===== src/rtl/data_mem_controller_pkg.sv =====
// Shared encodings for the MEM-stage data memory controller: access sizes,
// FSM states and the access legality check.
package data_mem_controller_pkg;

    typedef enum logic [1:0] {
        SIZE_BYTE    = 2'b00,
        SIZE_HALF    = 2'b01,
        SIZE_WORD    = 2'b10,
        SIZE_ILLEGAL = 2'b11
    } size_e;

    typedef enum logic [2:0] {
        ST_IDLE   = 3'd0,
        ST_LOAD   = 3'd1,
        ST_STORE  = 3'd2,
        ST_RMW_RD = 3'd3,
        ST_RMW_WR = 3'd4,
        ST_RESP   = 3'd5
    } state_e;

    // An access is rejected when misaligned for its size, of illegal size,
    // or when its byte address lies beyond the end of DataMemory.
    function automatic logic access_error(input size_e size,
                                          input logic [31:0] addr,
                                          input logic [31:0] mem_bytes);
        logic bad;
        bad = 1'b0;
        case (size)
            SIZE_HALF:    bad = addr[0];
            SIZE_WORD:    bad = (addr[1:0] != 2'b00);
            SIZE_ILLEGAL: bad = 1'b1;
            default:      bad = 1'b0;
        endcase
        if (addr >= mem_bytes) begin
            bad = 1'b1;
        end
        return bad;
    endfunction

endpackage


===== src/rtl/data_mem_controller_lane_unit.sv =====
// Little-endian lane handling: extracts and extends the addressed byte/half
// of a memory word for loads, and splices store data into a word for RMW.
module data_mem_controller_lane_unit
    import data_mem_controller_pkg::*;
(
    input  logic [1:0]  size_i,
    input  logic        signed_i,
    input  logic [1:0]  addr_lo_i,
    input  logic [31:0] rd_word_i,
    output logic [31:0] load_data_o,
    input  logic [31:0] merge_word_i,
    input  logic [31:0] wdata_i,
    output logic [31:0] merged_o
);

    logic [3:0][7:0]  rd_bytes;
    logic [1:0][15:0] rd_halves;
    logic [7:0]       byte_lane;
    logic [15:0]      half_lane;
    logic             is_byte;
    logic             is_half;
    logic [31:0]      wdata_rep;
    logic [3:0]       lane_en;

    assign rd_bytes  = rd_word_i;
    assign rd_halves = rd_word_i;
    assign byte_lane = rd_bytes[addr_lo_i];
    assign half_lane = rd_halves[addr_lo_i[1]];
    assign is_byte   = (size_e'(size_i) == SIZE_BYTE);
    assign is_half   = (size_e'(size_i) == SIZE_HALF);

    always_comb begin
        load_data_o = rd_word_i;
        wdata_rep   = wdata_i;
        if (is_byte) begin
            load_data_o = {{24{signed_i & byte_lane[7]}}, byte_lane};
            wdata_rep   = {4{wdata_i[7:0]}};
        end else if (is_half) begin
            load_data_o = {{16{signed_i & half_lane[15]}}, half_lane};
            wdata_rep   = {2{wdata_i[15:0]}};
        end
    end

    // Store data is replicated across all lanes; the per-byte enable picks
    // which lanes take it and which keep the word read back from memory.
    genvar gi;
    generate
        for (gi = 0; gi < 4; gi++) begin : g_lane
            assign lane_en[gi] = is_byte ? (addr_lo_i == 2'(gi)) :
                                 is_half ? (addr_lo_i[1] == 1'(gi / 2)) : 1'b1;
            assign merged_o[8*gi+7 -: 8] = lane_en[gi] ? wdata_rep[8*gi+7 -: 8]
                                                       : merge_word_i[8*gi+7 -: 8];
        end
    endgenerate

endmodule


===== src/rtl/data_mem_controller.sv =====
// MEM-stage controller that sequences loads, word stores and read-modify-write
// sub-word stores into a word-wide DataMemory with a combinational read port.
module data_mem_controller
    import data_mem_controller_pkg::*;
#(
    parameter int MEM_BYTES  = 4096,
    parameter int DATA_WIDTH = 32
) (
    input  logic                  clk_i,
    input  logic                  rst_i,
    input  logic                  req_i,
    input  logic                  req_write_i,
    input  logic [1:0]            req_size_i,
    input  logic                  req_signed_i,
    input  logic [31:0]           req_addr_i,
    input  logic [DATA_WIDTH-1:0] req_wdata_i,
    output logic                  busy_o,
    output logic                  done_o,
    output logic                  err_o,
    output logic [DATA_WIDTH-1:0] rdata_o,
    output logic [31:0]           mem_address_o,
    output logic [DATA_WIDTH-1:0] mem_write_data_o,
    output logic                  mem_write_o,
    output logic                  mem_read_o,
    input  logic [DATA_WIDTH-1:0] mem_read_data_i
);

    state_e                state_q;
    state_e                state_d;
    logic                  write_q;
    logic [1:0]            size_q;
    logic                  signed_q;
    logic [31:0]           addr_q;
    logic [DATA_WIDTH-1:0] wdata_q;
    logic [DATA_WIDTH-1:0] merge_q;
    logic [DATA_WIDTH-1:0] rdata_q;
    logic                  err_q;

    logic                  req_err;
    logic [DATA_WIDTH-1:0] load_data;
    logic [DATA_WIDTH-1:0] merged_word;

    assign req_err = access_error(size_e'(req_size_i), req_addr_i, 32'(MEM_BYTES));

    data_mem_controller_lane_unit u_lane (
        .size_i       (size_q),
        .signed_i     (signed_q),
        .addr_lo_i    (addr_q[1:0]),
        .rd_word_i    (mem_read_data_i),
        .load_data_o  (load_data),
        .merge_word_i (merge_q),
        .wdata_i      (wdata_q),
        .merged_o     (merged_word)
    );

    always_comb begin
        state_d          = state_q;
        mem_read_o       = 1'b0;
        mem_write_o      = 1'b0;
        mem_write_data_o = '0;
        case (state_q)
            ST_IDLE: begin
                if (req_i) begin
                    if (req_err) begin
                        state_d = ST_RESP;
                    end else if (!req_write_i) begin
                        state_d = ST_LOAD;
                    end else if (size_e'(req_size_i) == SIZE_WORD) begin
                        state_d = ST_STORE;
                    end else begin
                        state_d = ST_RMW_RD;
                    end
                end
            end
            ST_LOAD: begin
                mem_read_o = 1'b1;
                state_d    = ST_RESP;
            end
            ST_STORE: begin
                mem_write_o      = 1'b1;
                mem_write_data_o = wdata_q;
                state_d          = ST_RESP;
            end
            ST_RMW_RD: begin
                mem_read_o = 1'b1;
                state_d    = ST_RMW_WR;
            end
            ST_RMW_WR: begin
                mem_write_o      = 1'b1;
                mem_write_data_o = merged_word;
                state_d          = ST_RESP;
            end
            ST_RESP: begin
                state_d = ST_IDLE;
            end
            default: begin
                state_d = ST_IDLE;
            end
        endcase
    end

    assign busy_o        = (state_q != ST_IDLE);
    assign done_o        = (state_q == ST_RESP);
    assign err_o         = err_q;
    assign rdata_o       = rdata_q;
    assign mem_address_o = {addr_q[31:2], 2'b00};

    // Err and RData only change on the edge that enters RESP, so they stay
    // stable from one Done pulse to the next.
    always_ff @(posedge clk_i or posedge rst_i) begin
        if (rst_i) begin
            state_q  <= ST_IDLE;
            write_q  <= 1'b0;
            size_q   <= 2'b00;
            signed_q <= 1'b0;
            addr_q   <= '0;
            wdata_q  <= '0;
            merge_q  <= '0;
            rdata_q  <= '0;
            err_q    <= 1'b0;
        end else begin
            state_q <= state_d;
            case (state_q)
                ST_IDLE: begin
                    if (req_i) begin
                        write_q  <= req_write_i;
                        size_q   <= req_size_i;
                        signed_q <= req_signed_i;
                        addr_q   <= req_addr_i;
                        wdata_q  <= req_wdata_i;
                        if (req_err) begin
                            err_q   <= 1'b1;
                            rdata_q <= '0;
                        end
                    end
                end
                ST_LOAD: begin
                    rdata_q <= load_data;
                    err_q   <= 1'b0;
                end
                ST_STORE, ST_RMW_WR: begin
                    err_q <= 1'b0;
                end
                ST_RMW_RD: begin
                    merge_q <= mem_read_data_i;
                end
                default: begin
                end
            endcase
        end
    end

    logic unused_write;
    assign unused_write = write_q;

endmodule


===== config.mk =====
export PLATFORM = sky130hd
export DESIGN_NAME = data_mem_controller
export DESIGN_NICKNAME = d
export VERILOG_FILES = /design/src/rtl/data_mem_controller_pkg.sv /design/src/rtl/data_mem_controller_lane_unit.sv /design/src/rtl/data_mem_controller.sv
export SDC_FILE = /design/constraint.sdc
export NUM_CORES = 1
export LEC_CHECK = 0
export ABC_AREA = 1
export CORE_AREA = 4 4 163 133
export CTS_CLUSTER_DIAMETER = 60
export DETAILED_ROUTE_END_ITERATION = 10
export DIE_AREA = 0 0 167 137
export HOLD_SLACK_MARGIN = 0.15
export SYNTH_ARGS = -nofsm -noshare
export SYNTH_HDL_FRONTEND = slang
export SYNTH_SLANG_ARGS = --single-unit

===== constraint.sdc =====
create_clock -name clk_i -period 11 [get_ports clk_i]
set_input_delay 2.2 -clock clk_i [delete_from_list [all_inputs] [get_ports clk_i]]
set_output_delay 2.2 -clock clk_i [all_outputs]
set_load 0.005 [all_outputs]

==> qor.yml, run 1 <==
status:
  status: "finished, final reports clean"
clocking:
  cts_made_buffers: 17
  cts_tree: "built"
  post_cts_buffers: 0
  root_buffer: "clkbuf_16"
  cts_sinks: 135
  clk_pin_slew_ns: 0.06
  cts_resized: 0
  hold_buffers: 0
  clk_latency_ns: 0.42
  cts_max_level: 4
  cts.path.max_buffers: 2
layout:
  finalNonFillerCells: 1344
  multiInputGateArea_sq_um: 3008
  regArea_sq_um: 3378
  fill_cells: 1947
  nNetsFinal: 1171
  fin_util: 0.4856
  syn_to_final_growth_pct: 35.10
  layout-drive-gt1-share: 0.07044
routing:
  route.detailed.drc: 0
  dr.pass1.iters: 6
  first_iter_violations: 700
  vias_per_cell: 5.058
  wl_per_cell_microns: 18.21
  wirelength_microns: 24470
  via_count: 6798
  ant_nets: 0
logic_synthesis:
  synth-async-reset-ratio: 1.000
  synth_common_cells: "nand2_1 (327), dfrtp_1 (135), o21ai_0 (86)"
  synthXorXnorAreaFrac: 0
  synth_edf_count: 0
  synth-simple-area-share: 0.2779
  synth_top_family_by_area: "simple AND/OR/NAND/NOR gates"
  ys_ff_latch: 135
  synth_top_cell_by_area: "dfrtp_1"
  synth_compound_area_frac: 0.1315
  ys_warn_count: 0
  synth-main-ff-cell: "dfrtp_1"
  synth.distinct_cells: 31
  synth_area_per_cell_sq_um: 7.716
  yosysTopAreaCellShare: 0.4734
  synth_cells: 925
  ys_seq_area_frac: 0.4734
  syn_area_sq_um: 7137
  synth.area.top_cells: "dfrtp_1 (47%), nand2_1 (17%), o21ai_0 (6.0%), nand3_1 (5.0%), buf_4 (3.6%)"
  yosysMostFrequentCell: "nand2_1"
  synthAdderAreaFrac: 0
  synth.mux.area_fraction: 0.01104
worst_setup_path:
  endpoint_kind: "output pin"
  startpoint_type: "flop"
  cp_data_required_time_ns: 8.80
  worstPathArrival_ns: 4.32
  path_class: "reg2out"
  crit_fanout: 33
timing:
  period_needed_ns: 6.518
  tightest_slew_ns: 1.068
  fin_crit_sh: 0.5925
  finalClockSkew_ns: 0.006443
  maxSlewHeadroom: 0.2878
  setup_tns_ns: 0
  max_freq_mhz: 153.4
  setup_viol_count_final: 0
  rsz0062_at_grt: "false"
  setup_ws_ns: 4.482
  slew_violations: 0
  hold_viol: 0
floorplan:
  dieHeight_microns: 137
  dieWidth_microns: 167
  num_io_pins: 204
  core_region_area_sq_um: 19860
  initial_core_util: 0.3594
  fp.dieArea_sq_um: 22880
  fp-row-count: 46
place:
  dp_hpwl_microns: 17900
  gp_congestion: 0.9013
  place.port_buffers: 201
  pre_cts_slack_ns: 5.039
  dpl.cell_count: 1313
power_and_ir_drop:
  ir_drop_mv: 0.1796
  power_mw: 2.677
  powerDensity_nw_per_um2: 277.6
  p_leak_nw: 4.536
flow_run:
  maxCapViolCount: 0
global_route:
  gr-total-overflow: 0
  grt_pass1_vias: 6602
  antenna_found_initial: 1
  grt_pass1_wl_microns: 38340
  grt_max_degree: 91
  busiest_layer: "met1"
  grt_usage: 0.2154
  met1_usage: 0.3113
  met3_usage: 0.07566
  met2_usage: 0.3053
hold_path:
  holdCritPathClass: "reg2reg"
## layer usage
metal	wire, microns	part of all wire
met4	410	0.017
met1	11550	0.47
met2	10190	0.42
met5	0	0
met3	2321	0.095
## final cells by class
class,instances,area share
flip-flops and latches,135,0.3504
multi-input cells,637,0.3120
repair buffers,207,0.2133
clock buffers,21,0.04879
well taps,264,0.03426
inverters,70,0.02803
clock inverters,9,0.01298
diodes,1,0.0002595
## metrics by stage
step / hold slack [ns] / area, sq um
after global routing: 0.4979 / 9642
after global placement: 0.4529 / 9044
after CTS: 0.4721 / 9639
final: 0.4665 / 9642
after detailed placement: 0.4581 / 9044
after floorplan: 0.4431 / 7141
## worst max-delay path, stage by stage, from the launching register on
cell and delay, ns:
dfrtp_1 0.78, nor2_1 0.82, nand2_1 0.81, o21ai_2 0.49
o21ai_0 0.14, o21ai_1 0.30, clkdlybuf4s50_1 0.56
## kinds of logic (layout without fill, tap and decap cells)
group	Yosys count	count (layout)
simple gates	464	464
compound gates	164	164
flops	135	135
buf+inv	154	307
mux	7	7
other cells	1	3
## flip-flops by register name (all words and copies together), names as in the netlist
name / cells
state_q: 3
wdata_q: 32
signed_q: 1
err_o: 1
rdata_o: 32
merge_q: 32
size_q: 2
addr_q: 32
## where the power goes
part           internal (mW)  switching [mW]  leakage, nW  total, mW
logic                  0.577           0.705         2.64       1.28
registers              0.663           0.147         1.60      0.810
clock network          0.370           0.215        0.291      0.585
## cell usage in the layout (no fill, tap or decap), types with 2 or more instances in the layout
cell and n:
a21oi_1 22, a22oi_1 11, buf_4 6, bufinv_16 3, clkbuf_16 17, clkbuf_8 3
clkdlybuf4s50_1 201, clkinv_2 4, clkinvlp_4 2, conb_1 2, dfrtp_1 135, inv_1 61
inv_2 7, mux2_2 7, nand2_1 327, nand2_2 2, nand3_1 71, nand3_2 7
nand4_1 15, nor2_1 28, nor2_4 6, nor3_1 3, o2111ai_1 5, o211ai_1 18
o21ai_0 86, o21ai_1 11, o21ai_2 5, o22ai_1 5, or2_2 3
## final timing paths
kind / start / end / slack [ns] / depth (start not counted)
hold reg to reg: addr_q[20] / addr_q[20] / 0.47 / 2
hold / removal: addr_q[20] / addr_q[20] / 0.47 / 2
setup reg to reg: size_q[1] / rdata_o[7] / 7.64 / 6
max in group asynchronous: rst_i / merge_q[22] / 7.45 / 3
min in group asynchronous: rst_i / err_o / 2.30 / 2
setup / recovery: size_q[1] / mem_write_data_o[8] / 4.48 / 6
Power figures use the tool's default switching activity.
==> run 2: changes to the inputs <==
==> constraint.sdc (replaced) <==
create_clock -name clk_i -period 6.09 [get_ports clk_i]
set_input_delay 1.218 -clock clk_i [delete_from_list [all_inputs] [get_ports clk_i]]
set_output_delay 1.218 -clock clk_i [all_outputs]
set_load 0.005 [all_outputs]
==> run 2 against run 1 <==
Final cell count increased by 0.22%; core utilization about the same; via count down 0.56%; clock power grew 73%; register-to-register slack worse by 4.6 ns; largest power group unchanged.
==> qor.yml, run 2 (synthesis results as in run 1) <==
timing:
  slew_violations: 0
  max_freq_mhz: 182.7
  period_needed_ns: 5.473
  fin_crit_sh: 0.8987
  rsz0062_at_grt: "false"
  tightest_slew_ns: 1.099
  setup_viol_count_final: 0
  maxSlewHeadroom: 0.2674
  hold_viol: 0
  setup_tns_ns: 0
  finalClockSkew_ns: 0.007935
clocking:
  cts.path.max_buffers: 2
  cts_made_buffers: 17
  clk_pin_slew_ns: 0.06
  cts_max_level: 4
  cts_tree: "built"
  cts_resized: 0
  cts_sinks: 135
  hold_buffers: 0
  clk_latency_ns: 0.42
  post_cts_buffers: 0
  root_buffer: "clkbuf_16"
routing:
  first_iter_violations: 739
  wl_per_cell_microns: 17.92
  route.detailed.drc: 0
  ant_nets: 0
  via_count: 6760
  dr.pass1.iters: 6
  vias_per_cell: 5.019
  wirelength_microns: 24130
power_and_ir_drop:
  power_mw: 4.780
  swShare: 0.4052
  powerDensity_nw_per_um2: 496.2
  p_leak_nw: 4.519
  pwr-share-comb: 0.483
  clkPwrFrac: 0.211
  switching_power_mw: 1.937
  seqPwrFrac: 0.306
  ir_drop_mv: 0.1993
  power.internal_mw: 2.843
global_route:
  grt_pass1_vias: 6433
  antenna_found_initial: 0
  grt_pass1_wl_microns: 37060
  grt_max_degree: 104
  grt_usage: 0.2094
  gr-total-overflow: 0
floorplan:
  dieWidth_microns: 167
  initial_core_util: 0.3594
  core_region_area_sq_um: 19860
  num_io_pins: 204
  fp-row-count: 46
  dieHeight_microns: 137
  fp.dieArea_sq_um: 22880
layout:
  nNetsFinal: 1172
  regArea_sq_um: 3378
  most-common-layout-cells: "nand2_1 (327), clkdlybuf4s50_1 (201), dfrtp_1 (135)"
  fill_cells: 1961
  syn_to_final_growth_pct: 34.98
  layout_commonest_cell: "nand2_1"
  layout-drive-gt1-share: 0.07394
  finalNonFillerCells: 1347
  multiInputGateArea_sq_um: 3008
worst_setup_path:
  worstPathArrival_ns: 4.25
  path_class: "reg2out"
  startpoint_type: "flop"
  slowest_stage: "dfrtp_1"
  cp_slowest_stage_delay_ns: 1.07
  reg2regPathDepth: 7
  path_delay_family: "buffers and inverters"
  cp_data_required_time_ns: 4.87
  endpoint_kind: "output pin"
  cp_num_buf_inv: 3
  crit_chain: "inv_1 -> nand2_1 -> o21ai_2 -> inv_2 -> nor2_1 -> o21ai_1 -> clkdlybuf4s50_1"
  cp_num_cells: 7
  crit_fanout: 33
  r2r_slack_ns: 3.01
hold_path:
  whs_path_depth: 2
  holdCritPathClass: "reg2reg"
place:
  gp_congestion: 0.9112
  dpl.cell_count: 1314
  place.port_buffers: 201
  dp_hpwl_microns: 17750
status:
  status: "finished, final reports clean"
flow_run:
  maxCapViolCount: 0
[run 2: power by group through the flow]
stage	Sequential [mW]	Combinational, mW	Clock (mW)
CTS	1.46	2.31	1.03
global route	1.50	2.56	1.07
global placement	1.47	2.28	0
floorplan	1.37	1.41	0
finish	1.46	2.31	1.01
detailed placement	1.47	2.30	0
[run 2: final timing paths]
check / startpoint / end
setup / recovery: size_q[1] / mem_write_data_o[8]
hold / removal: addr_q[16] / addr_q[16]
max in group asynchronous: rst_i / addr_q[24]
min in group asynchronous: rst_i / addr_q[3]
setup reg to reg: size_q[1] / rdata_o[16]
hold reg to reg: addr_q[16] / addr_q[16]
[run 2: stage by stage]
| step | setup slack [ns] | utilization | hold slack, ns | area (sq um) |
|---|---|---|---|---|
| finish | 0.6171 | 0.4851 | 0.4686 | 9633 |
| global route | 0.4386 | 0.4850 | 0.4934 | 9630 |
| CTS | 0.7802 | 0.4850 | 0.4738 | 9630 |
| detailed placement | 1.229 | 0.4558 | 0.4583 | 9051 |
| floorplan | 1.261 | - | 0.4431 | 7141 |
| global placement | 1.319 | 0.4558 | 0.4525 | 9051 |
[run 2: cell type report]
cell class                      instances  share of cell area
Sequential cell                       135              0.3507
Tap cell                              264             0.03429
Antenna cell                            1           0.0002598
Clock inverter                         11             0.01026
Timing Repair Buffer                  208              0.2143
Multi-Input combinational cell        637              0.3122
Clock buffer                           21             0.04988
Inverter                               70             0.02806
[run 2: worst register-to-register path, delay by kind of cell, from the launching register on]
| kind | cells | cell delay (ns) |
|---|---|---|
| simple gates | 5 | 1.42 |
| flops | 1 | 1.07 |
| buf+inv | 1 | 0.31 |
| compound gates | 1 | 0.22 |
[run 2: layer usage]
metal	global-route usage	part of all wire
met5	0	0
met4	0.04589	0.011
met3	0.07681	0.10
met2	0.2986	0.42
met1	0.3037	0.46
==> run 3: changes to the inputs <==
==> constraint.sdc (replaced) <==
create_clock -name clk_i -period 6.09 [get_ports clk_i]
set_input_delay 0.9135 -clock clk_i [delete_from_list [all_inputs] [get_ports clk_i]]
set_output_delay 0.9135 -clock clk_i [all_outputs]
set_load 0.005 [all_outputs]
==> run 3 against run 2 <==
Combinational power barely moved; sequential power barely moved; global-route usage rose by 0.16 points; core utilization rose by 0.13 points; count of clock-buffer cells in the layout fell by 1; routed wire length barely moved; cell area rose by 0.27%; critical endpoint is now mem_write_data_o[15]; largest power group unchanged; highest routed layer unchanged.
==> qor.yml, run 3 (synthesis results as in run 1) <==
status:
  status: "finished, final reports clean"
clocking:
  cts_made_buffers: 17
  clk_latency_ns: 0.42
  root_buffer: "clkbuf_16"
  hold_buffers: 0
  cts_max_level: 4
  cts_resized: 0
  cts_sinks: 135
  clk_pin_slew_ns: 0.06
  post_cts_buffers: 0
  cts.path.max_buffers: 2
  cts_tree: "built"
timing:
  fin_crit_sh: 0.8243
  setup_ws_ns: 1.070
  tightest_slew_ns: 1.009
  slew_violations: 0
  setup_tns_ns: 0
  finalClockSkew_ns: 0.004976
  setup_viol_count_final: 0
  maxSlewHeadroom: 0.3277
  rsz0062_at_grt: "false"
  max_freq_mhz: 199.2
  hold_viol: 0
  period_needed_ns: 5.020
hold_path:
  hp-start: "addr_q[6]"
  worstHoldEndpoint: "addr_q[6]"
  whs_path_depth: 2
  holdCritPathClass: "reg2reg"
floorplan:
  initial_core_util: 0.3594
  fp.dieArea_sq_um: 22880
  num_io_pins: 204
  fp-row-count: 46
  core_region_area_sq_um: 19860
  dieHeight_microns: 137
  dieWidth_microns: 167
worst_setup_path:
  path_delay_family: "buffers and inverters"
  path_class: "reg2out"
  slowest_stage: "dfrtp_1"
  cp_num_buf_inv: 3
  r2r-start: "size_q[1]"
  endpoint_kind: "output pin"
  startpoint_type: "flop"
  timing.rr.end: "rdata_o[16]"
  crit_fanout: 33
  cp_data_required_time_ns: 5.18
  worstPathArrival_ns: 4.11
  reg2regPathDepth: 7
  cp_num_cells: 7
  r2r_slack_ns: 3.09
  crit_chain: "inv_1 -> nand2_1 -> o21ai_2 -> inv_2 -> nor2_1 -> o22ai_1 -> clkdlybuf4s50_1"
  cp_slowest_stage_delay_ns: 1.00
layout:
  finalNonFillerCells: 1346
  layout_commonest_cell: "nand2_1"
  antenna_cells: 0
  nNetsFinal: 1172
  most-common-layout-cells: "nand2_1 (327), clkdlybuf4s50_1 (201), dfrtp_1 (135)"
  fill_cells: 1988
  fin_util: 0.4865
  layout-drive-gt1-share: 0.07301
  syn_to_final_growth_pct: 35.34
power_and_ir_drop:
  p_leak_nw: 4.546
  ir_drop_mv: 0.2084
  powerDensity_nw_per_um2: 500.3
  power_mw: 4.833
global_route:
  grt_pass1_wl_microns: 37430
  met2_usage: 0.3046
  met1_usage: 0.2971
  grt_pass1_vias: 6498
  grt_usage: 0.2110
  gr-total-overflow: 0
  busiest_layer: "met2"
  antenna_found_initial: 0
  met3_usage: 0.08288
  grt_max_degree: 94
routing:
  vias_per_cell: 5.052
  ant_nets: 0
  via_count: 6800
  route.detailed.drc: 0
  wirelength_microns: 24120
  wl_per_cell_microns: 17.92
  first_iter_violations: 700
  dr.pass1.iters: 5
place:
  dpl.cell_count: 1314
  dp_hpwl_microns: 17750
  pre_cts_slack_ns: 1.615
  gp_congestion: 0.9139
  place.port_buffers: 201
flow_run:
  maxCapViolCount: 0
## run 3: worst reg2reg max path, cell delays in order (launching register included)
cell and delay [ns]:
dfrtp_1 1.00, nor2_1 0.38, buf_4 0.31, nand2_1 0.61, nand3_1 0.28, a21oi_1 0.21
nand2_1 0.08, nand2_1 0.07
## run 3: final cells by class
| type | instances | area [sq um] | area share |
|---|---|---|---|
| Clock inverter | 12 | 151.4 | 0.01567 |
| Inverter | 70 | 270.3 | 0.02798 |
| Tap cell | 264 | 330.3 | 0.03420 |
| Clock buffer | 20 | 456.7 | 0.04728 |
| Multi-Input combinational cell | 637 | 3008 | 0.3114 |
| Timing Repair Buffer | 208 | 2064 | 0.2137 |
| Sequential cell | 135 | 3378 | 0.3497 |
## run 3: worst max path at each step
stage / from / end / slack, ns
3_5_place_dp: size_q[1] / mem_write_data_o[15] / 1.62
4_1_cts: size_q[1] / mem_write_data_o[15] / 1.16
5_1_grt: size_q[1] / mem_write_data_o[0] / 0.78
3_3_place_gp: size_q[1] / mem_write_data_o[14] / 1.64
6_report: size_q[1] / mem_write_data_o[15] / 1.07
2_1_floorplan: rst_i / addr_q[0] / 1.57
## run 3: per-layer routing
layer  part of all wire  vias to the layer above
met5                  0                        -
met4              0.011                        0
met3               0.11                       18
met2               0.42                      271
met1               0.46                     3241
li1                   -                     3270
## run 3: power breakdown
group          internal [mW]  switching (mW)
clock network          0.664           0.403
logic                   1.04            1.26
registers               1.20           0.262
## run 3: stage by stage
| stage | area [sq um] | hold slack, ns |
|---|---|---|
| finish | 9659 | 0.4670 |
| CTS | 9659 | 0.4736 |
| global placement | 9051 | 0.4526 |
| detailed placement | 9051 | 0.4584 |
| floorplan | 7141 | 0.4431 |
| global route | 9659 | 0.4923 |
